[config.mk]
export PLATFORM = sky130hd
export DESIGN_NAME = vx_lsu_rsp_merge
export DESIGN_NICKNAME = d
export VERILOG_FILES = /design/src/rtl/vx_lsu_rsp_merge.sv
export SDC_FILE = /design/constraint.sdc
export NUM_CORES = 1
export LEC_CHECK = 0
export CORE_ASPECT_RATIO = 0.9
export CORE_MARGIN = 2
export CORE_UTILIZATION = 40
export DETAILED_ROUTE_END_ITERATION = 8
export PLACE_DENSITY_LB_ADDON = 0.15
export SYNTH_ARGS = -nofsm -noshare
export SYNTH_HDL_FRONTEND = slang
export SYNTH_SLANG_ARGS = --single-unit
[constraint.sdc]
create_clock -name clk -period 5.73 [get_ports clk]
set_input_delay 1.146 -clock clk [delete_from_list [all_inputs] [get_ports clk]]
set_output_delay 1.146 -clock clk [all_outputs]
set_load 0.02 [all_outputs]
[src/rtl/vx_lsu_rsp_merge.sv]
// vx_lsu_rsp_merge
// Coalesces partial LSU load-response beats into one full-warp commit per load.
// Each LSU tag owns a merge entry (open flag, lane mask, lane data, metadata).
// Non-eop beats accumulate into their tag's entry; an eop beat folds the entry
// and the beat into the single output register and closes the entry.
//
// Ports:
//   clk, reset            clock, synchronous active-high reset
//   in_valid/in_ready     partial beat handshake
//   in_tag                LSU tag selecting the merge entry
//   in_wid/pc/rd/wb       load metadata (taken from the first beat of a load)
//   in_tmask/in_data      lanes carried by this beat and their data
//   in_eop                last beat of the load
//   out_valid/out_ready   merged commit handshake
//   out_wid/pc/rd/wb      metadata of the merged load
//   out_tmask/out_data    union of beat masks and merged lane data
//   out_eop               always 1
//   busy                  any entry open or output holding a result
module vx_lsu_rsp_merge #(
    parameter int NUM_THREADS = 4,
    parameter int NW_BITS     = 2,
    parameter int NR_BITS     = 5,
    parameter int TAG_BITS    = 2
) (
    input  logic                     clk,
    input  logic                     reset,

    input  logic                     in_valid,
    output logic                     in_ready,
    input  logic [TAG_BITS-1:0]      in_tag,
    input  logic [NW_BITS-1:0]       in_wid,
    input  logic [31:0]              in_pc,
    input  logic [NR_BITS-1:0]       in_rd,
    input  logic                     in_wb,
    input  logic [NUM_THREADS-1:0]   in_tmask,
    input  logic [NUM_THREADS*32-1:0] in_data,
    input  logic                     in_eop,

    output logic                     out_valid,
    input  logic                     out_ready,
    output logic [NW_BITS-1:0]       out_wid,
    output logic [31:0]              out_pc,
    output logic [NR_BITS-1:0]       out_rd,
    output logic                     out_wb,
    output logic [NUM_THREADS-1:0]   out_tmask,
    output logic [NUM_THREADS*32-1:0] out_data,
    output logic                     out_eop,

    output logic                     busy
);

    localparam int NUM_ENTRIES = 1 << TAG_BITS;
    localparam int DW          = NUM_THREADS * 32;

    // Merge entries
    logic [NUM_ENTRIES-1:0] open_q;
    logic [NUM_THREADS-1:0] acc_mask_q [NUM_ENTRIES];
    logic [DW-1:0]          acc_data_q [NUM_ENTRIES];
    logic [NW_BITS-1:0]     meta_wid_q [NUM_ENTRIES];
    logic [31:0]            meta_pc_q  [NUM_ENTRIES];
    logic [NR_BITS-1:0]     meta_rd_q  [NUM_ENTRIES];
    logic                   meta_wb_q  [NUM_ENTRIES];

    // Output register
    logic                   out_valid_q;
    logic [NW_BITS-1:0]     out_wid_q;
    logic [31:0]            out_pc_q;
    logic [NR_BITS-1:0]     out_rd_q;
    logic                   out_wb_q;
    logic [NUM_THREADS-1:0] out_tmask_q;
    logic [DW-1:0]          out_data_q;

    logic                   entry_open;
    logic [NUM_THREADS-1:0] merged_mask;
    logic [DW-1:0]          merged_data;
    logic [DW-1:0]          lane_sel;
    logic                   fire_beat;
    logic                   fire_eop;

    always_comb begin
        lane_sel = '0;
        for (int i = 0; i < NUM_THREADS; i++) begin
            lane_sel[i*32 +: 32] = {32{in_tmask[i]}};
        end
        entry_open = open_q[in_tag];
        // Accumulators are cleared on close, so a closed entry contributes nothing.
        merged_mask = (entry_open ? acc_mask_q[in_tag] : '0) | in_tmask;
        merged_data = (in_data & lane_sel)
                    | ((entry_open ? acc_data_q[in_tag] : '0) & ~lane_sel);
        // Only eop beats need the output register; partial beats always land.
        in_ready  = ~in_eop | ~out_valid_q | out_ready;
        fire_beat = in_valid & in_ready & ~in_eop;
        fire_eop  = in_valid & in_ready & in_eop;
    end

    always_ff @(posedge clk) begin
        if (reset) begin
            open_q <= '0;
            for (int i = 0; i < NUM_ENTRIES; i++) begin
                acc_mask_q[i] <= '0;
                acc_data_q[i] <= '0;
                meta_wid_q[i] <= '0;
                meta_pc_q[i]  <= '0;
                meta_rd_q[i]  <= '0;
                meta_wb_q[i]  <= 1'b0;
            end
        end else if (fire_beat) begin
            open_q[in_tag]     <= 1'b1;
            acc_mask_q[in_tag] <= merged_mask;
            acc_data_q[in_tag] <= merged_data;
            if (!entry_open) begin
                meta_wid_q[in_tag] <= in_wid;
                meta_pc_q[in_tag]  <= in_pc;
                meta_rd_q[in_tag]  <= in_rd;
                meta_wb_q[in_tag]  <= in_wb;
            end
        end else if (fire_eop) begin
            open_q[in_tag]     <= 1'b0;
            acc_mask_q[in_tag] <= '0;
            acc_data_q[in_tag] <= '0;
        end
    end

    always_ff @(posedge clk) begin
        if (reset) begin
            out_valid_q <= 1'b0;
            out_wid_q   <= '0;
            out_pc_q    <= '0;
            out_rd_q    <= '0;
            out_wb_q    <= 1'b0;
            out_tmask_q <= '0;
            out_data_q  <= '0;
        end else if (fire_eop) begin
            out_valid_q <= 1'b1;
            out_wid_q   <= entry_open ? meta_wid_q[in_tag] : in_wid;
            out_pc_q    <= entry_open ? meta_pc_q[in_tag]  : in_pc;
            out_rd_q    <= entry_open ? meta_rd_q[in_tag]  : in_rd;
            out_wb_q    <= entry_open ? meta_wb_q[in_tag]  : in_wb;
            out_tmask_q <= merged_mask;
            out_data_q  <= merged_data;
        end else if (out_ready) begin
            out_valid_q <= 1'b0;
        end
    end

    assign out_valid = out_valid_q;
    assign out_wid   = out_wid_q;
    assign out_pc    = out_pc_q;
    assign out_rd    = out_rd_q;
    assign out_wb    = out_wb_q;
    assign out_tmask = out_tmask_q;
    assign out_data  = out_data_q;
    assign out_eop   = 1'b1;
    assign busy      = out_valid_q | (|open_q);

endmodule

==> results_dict.tcl, run 1 <==
set metrics [dict create \
    io_pins 355 \
    viasPerCell 6.00 \
    leakage_uw 0.0158 \
    max_stage_delay_ps 660 \
    cp_cell_sequence "clkdlybuf4s50_1 > nand3b_1 > clkdlybuf4s50_1" \
    grtUsageTotal_pct 22.7 \
    ff2ff_path_depth 4 \
    clkSlewWorstSetupHoldPaths_ps 60 \
    setup_violations 0 \
    path_buf_inv 2 \
    max_freq_mhz 252 \
    fin_setup_tns_ps 0 \
    fin_crit_sh_pct 69.1 \
    ys.flop_type "edfxtp_1" \
    htreeDepth 3 \
    drv_cap 0 \
    grt_pass1_wl_um 173000 \
    start_kind "input port" \
    fin_crit_ps 3960 \
    critPathCaptureType "output port" \
    cts_root_buf "clkbuf_16" \
    r2r_setup_slack_ps 2900 \
    min_path_type "register to register" \
    fp.dieH_um 300 \
    clockBufferDepth 3 \
    ys_seq_area_share_pct 62.0 \
    grt_max_degree 173 \
    criticalPathCategory "input port to output port" \
    cts_tree "done" \
    grt.overflow.total 0 \
    die_area_mm2 0.100 \
    status "finished, final reports clean" \
    cp_slowest_cell "clkdlybuf4s50_1" \
    cts-resized-gates 0 \
    syn-cell-area_mm2 0.0390 \
    fill_cells 8381 \
    yosysUniqueCellTypes 45 \
    r2r_end "meta_rd_q[0][0]" \
    post_cts.repair.setup_buffers 0 \
    antenna_found_initial 7 \
    vias 26400 \
    start_util_pct 40.4 \
    peakVddDrop_uv 253 \
    drt_iter0_markers 2086 \
    required_ps 4580 \
    clkLatencyLatePin_ps 650 \
    finClkSkew_ps 20.3 \
    gp_congestion 0.730 \
    hold_viol_final 0 \
    dpl_cell_area_mm2 0.0433 \
    p_per_area_mw_per_mm2 322 \
    cts.sinks 865 \
    hold_buffers 0 \
    synth-edff-count 688 \
    area_growth_pct 19.0 \
    final_area_mm2 0.0464 \
    rsz0062_at_grt "no" \
    place_hpwl_um 62500 \
    core_mm2 0.0966 \
    wl_per_cell_um 26.4 \
    wl_um 116000 \
    yosys_warnings 0 \
    fin_nets 3229 \
    die_w_um 333 \
    syn_nets 3013 \
    slew_viol_final 0 \
    num_rows 108 \
    grt_pass1_vias 27200 \
    ys_ff_latch 865 \
    synthCells 2834 \
    crit_family "buffers and inverters" \
    crit_arrival_ps 2810 \
    drc 0 \
    cp_max_fo 6 \
    cts_buffers 95 \
    worst_pin_slew_ps 1210 \
    relSlewSlack_pct 19.4 \
    min_path_cells 1 \
    port_buffers 353 \
    firstDrtPassIters 5 \
    crit_top_cell "clkdlybuf4s50_1" \
    synthArstFlopShare_pct 0 \
    antenna_left 0 \
    drive_gt1_share_pct 21.0 \
    syn_avg_cell_area_um2 13.8 \
]
Yosys cell counts, types with 2 or more instances:
| library cell | instances | area [um2] |
|---|---|---|
| nor2b_1 | 5 | 31.3 |
| a311oi_1 | 128 | 1120 |
| buf_6 | 8 | 90.1 |
| nand3_1 | 128 | 641 |
| a21oi_1 | 686 | 3430 |
| a32oi_2 | 122 | 1980 |
| nor2_4 | 6 | 67.6 |
| and3_1 | 120 | 751 |
| buf_4 | 34 | 255 |
| edfxtp_1 | 688 | 20700 |
| a21o_1 | 5 | 37.5 |
| mux2i_1 | 40 | 400 |
| nand2b_1 | 3 | 18.8 |
| inv_1 | 4 | 15.0 |
| nor2_1 | 17 | 63.8 |
| buf_8 | 5 | 75.1 |
| a32oi_1 | 6 | 52.6 |
| mux2_4 | 2 | 30.0 |
| and2_1 | 42 | 263 |
| mux2_2 | 254 | 2860 |
| a41o_1 | 2 | 20.0 |
| a31oi_1 | 2 | 12.5 |
| mux2_1 | 2 | 22.5 |
| clkbuf_1 | 91 | 342 |
| buf_1 | 14 | 52.6 |
| nand2_1 | 5 | 18.8 |
| a211oi_1 | 44 | 330 |
| buf_2 | 117 | 586 |
| a21oi_2 | 4 | 35.0 |
| dfxtp_1 | 177 | 3540 |
| mux4_2 | 45 | 1010 |
| clkbuf_2 | 15 | 75.1 |
cell type report:
cell class,count,area (um2),area share [%]
antenna,3,7.51,0.0162
clock buffer,127,2610,5.62
clock inverter,50,529,1.14
inverter,4,25.0,0.0539
multi-input combinational,1681,13400,28.9
sequential,865,24200,52.1
tap,1265,1580,3.41
timing repair buffer,403,4030,8.68
how the worst max path moves through the flow:
stage | start | end | slack (ps) | depth (start not counted)
floorplan | in_tag[1] | acc_data_q[3][0] | 480 | 5
global placement | in_valid | acc_data_q[3][47] | 1290 | 5
detailed placement | in_valid | acc_data_q[3][28] | 1170 | 5
CTS | in_eop | in_ready | 1800 | 3
global route | in_valid | acc_data_q[3][113] | 1710 | 5
finish | in_eop | in_ready | 1770 | 3
flip-flops by register name, indices dropped and copies added (netlist names), named ones only:
name        cells
out_tmask       4
out_data      128
out_pc         32
meta_wb_q       4
acc_mask_q     16
acc_data_q    512
meta_rd_q      20
out_rd          5
out_valid       1
meta_wid_q      8
out_wb          1
meta_pc_q     128
out_wid         2
worst register-to-register path, stage by stage, from the launching register on:
cell and delay [ps]:
dfxtp_1 350, mux2_4 560, mux2i_4 500, a21o_1 810, buf_12 280
routing by layer:
| layer | part of all wire [%] | GRT usage, % | up-vias |
|---|---|---|---|
| li1 | - | - | 11800 |
| met1 | 44 | 31.4 | 13600 |
| met2 | 48 | 36.9 | 838 |
| met3 | 5.8 | 3.42 | 168 |
| met4 | 2.6 | 7.16 | 6 |
| met5 | 0.030 | 0 | - |
where the power goes:
group	switching, uW	internal (uW)
logic	922	593
clock network	2540	3650
registers	126	7110
cell usage in the layout (no fill, tap or decap), types with 3 or more instances in the layout:
cell,instances
a211oi_1,44
a21o_1,5
a21oi_1,686
a21oi_2,4
a311oi_1,128
a32oi_1,6
a32oi_2,122
and2_1,40
and3_1,120
buf_12,11
buf_2,4
buf_4,40
bufinv_16,10
clkbuf_1,23
clkbuf_16,97
clkbuf_8,7
clkdlybuf4s50_1,346
clkinv_1,7
clkinv_2,25
clkinvlp_4,3
dfxtp_1,177
diode_2,3
edfxtp_1,688
inv_6,4
mux2_2,254
mux2i_1,40
mux4_2,44
nand2_4,3
nand3_1,128
nor2_1,17
nor2_4,6
nor2b_4,4
logic make-up (layout without fill, tap and decap cells):
family                 after synthesis  in the layout  share of synthesized area, %
AO/OA/AOI/OAI                     1002           1002                          18.1
multiplexers                       344            344                          11.1
flip-flops                         865            865                          62.0
buffers and inverters              288            584                          3.82
other                                1              4                       0.00961
AND/OR/NAND/NOR                    334            334                          4.93
metrics by stage:
step,total power [uW],utilization (%),setup slack [ps],std cells,hold slack [ps]
5_1_grt,15400,48.0,1710,4396,547
6_report,14900,48.0,1770,4398,520
3_3_place_gp,8860,44.8,1290,4218,508
4_1_cts,15100,48.0,1800,4395,516
2_1_floorplan,8230,-,483,2834,467
3_5_place_dp,8890,44.8,1170,4218,499
Power figures use the tool's default switching activity.
==> run 2, diff against run 1 <==
==> constraint.sdc (replaced) <==
create_clock -name clk -period 3.81 [get_ports clk]
set_input_delay 0.762 -clock clk [delete_from_list [all_inputs] [get_ports clk]]
set_output_delay 0.762 -clock clk [all_outputs]
set_load 0.02 [all_outputs]
==> run 2 against run 1 <==
Effect of this change: global-route usage up 0.39 points; wire length up 1.6%; count of clock-buffer cells in the layout up 7; design area up 1.3%; setup slack worse by 1200 ps; non-clock buffer count up 34; final cell count up 0.77%; critical path depth unchanged; die area unchanged; sequential share of layout area down 0.65 points; highest routed layer unchanged.
==> results_dict.tcl, run 2 (synthesis results as in run 1) <==
set metrics [dict create \
    grt_max_degree 133 \
    cts-resized-gates 0 \
    finClkSkew_ps 28.0 \
    reg2reg_from "out_valid" \
    grt.overflow.total 0 \
    post_cts.repair.setup_buffers 0 \
    htreeDepth 3 \
    firstDrtPassIters 5 \
    max_stage_delay_ps 680 \
    largest_register "acc_data_q" \
    crit_family "buffers and inverters" \
    final_cell_mix "edfxtp_1, a21oi_1, clkdlybuf4s50_1, mux2_2, dfxtp_1" \
    r2r_end "acc_data_q[1][45]" \
    critPathCaptureType "output port" \
    cts_tree "done" \
    slew_viol_final 0 \
    fin_cells 4432 \
    crit_top_cell "clkdlybuf4s50_1" \
    drive_gt1_share_pct 21.5 \
    antenna_found_initial 7 \
    grt_pass1_wl_um 175000 \
    power_uw 22400 \
    die_area_mm2 0.100 \
    gp_congestion 0.760 \
    num_rows 108 \
    crit_arrival_ps 2520 \
    grt_pass1_vias 27500 \
    area_growth_pct 20.5 \
    criticalPathCategory "input port to output port" \
    drv_cap 0 \
    worst_pin_slew_ps 1260 \
    fin_crit_ps 3280 \
    fin_hold_ws_ps 515 \
    fin_crit_sh_pct 86.1 \
    cp_cell_sequence "clkdlybuf4s50_1 > nand3b_1 > clkdlybuf4s50_1" \
    r2r_setup_slack_ps 1450 \
    pre_cts_ws_ps 554 \
    status "finished, final reports clean" \
    cp-endpoint "in_ready" \
    wl_um 118000 \
    setup_violations 0 \
    leakage_uw 0.0161 \
    ff2ff_path_depth 4 \
    final_area_mm2 0.0470 \
    dp.cells 4252 \
    hold_buffers 0 \
    antenna_left 0 \
    final_common_cell "edfxtp_1" \
    grtUsageTotal_pct 23.1 \
    port_buffers 353 \
    fp.dieH_um 300 \
    min_path_cells 2 \
    drc 0 \
    drt_iter0_markers 2110 \
    cts.sinks 865 \
    p_per_area_mw_per_mm2 477 \
    clkSlewWorstSetupHoldPaths_ps 60 \
    peakVddDrop_uv 331 \
    rsz0062_at_grt "no" \
    cp_slowest_cell "clkdlybuf4s50_1" \
    cp_max_fo 6 \
    clkLatencyLatePin_ps 670 \
    place_hpwl_um 63900 \
    cts_buffers 94 \
    clockBufferDepth 3 \
    die_w_um 333 \
    crit_start "in_eop" \
    required_ps 3050 \
    critical_path_depth 3 \
    start_kind "input port" \
    largest_reg_flops 512 \
    min_path_type "input port to register" \
    start_util_pct 40.4 \
    fin_nets 3262 \
    dpl_cell_area_mm2 0.0439 \
    relSlewSlack_pct 15.7 \
    wl_per_cell_um 26.6 \
    fin_ws_ps 528 \
    max_freq_mhz 305 \
    core_mm2 0.0966 \
    vias 26600 \
    viasPerCell 6.00 \
    path_buf_inv 2 \
    io_pins 355 \
    hold_viol_final 0 \
    cts_root_buf "clkbuf_16" \
]
==> run 2: cell types whose count changed in the layout (fill, tap and decap cells not counted), moves of 4 or more <==
cell / change
buf_12: +28
clkinv_2: -10
clkinv_1: +8
buf_4: +6
clkbuf_8: +6
inv_6: -4
==> run 2: through the flow <==
stage                     util, %  setup TNS (ps)
after floorplan                 -          -50970
after global placement       45.4               0
after detailed placement     45.4               0
after CTS                    48.7               0
after global routing         48.7               0
final                        48.7               0
==> run 2: per-layer routing <==
layer  up-vias  track usage [%]  share of wire [%]
met3       176             3.81                6.2
met1     13600             31.7                 44
met4         6             5.54                2.0
li1      11900                -                  -
met5         -                0              0.039
met2       945             38.3                 48
==> run 2: worst min path at each step <==
stage | from | end
3_3_place_gp | register | register
5_1_grt | reset | out_valid
6_report | reset | out_valid
2_1_floorplan | register | register
3_5_place_dp | register | register
4_1_cts | reset | out_valid
==> run 2: report_power, final <==
part,leakage [uW],switching [uW],internal [uW]
clock,0.00153,3850,5380
sequential,0.00864,189,10700
combinational,0.00592,1400,940
total,0.0161,5440,17000
==> run 2: cell type report <==
cell class | instances | area, um2
fill | 8328 | 49600
sequential | 865 | 24200
multi-input combinational | 1681 | 13400
timing repair buffer | 437 | 4640
clock buffer | 134 | 2680
tap | 1265 | 1580
clock inverter | 44 | 445
inverter | 4 | 22.5
antenna | 2 | 5.00
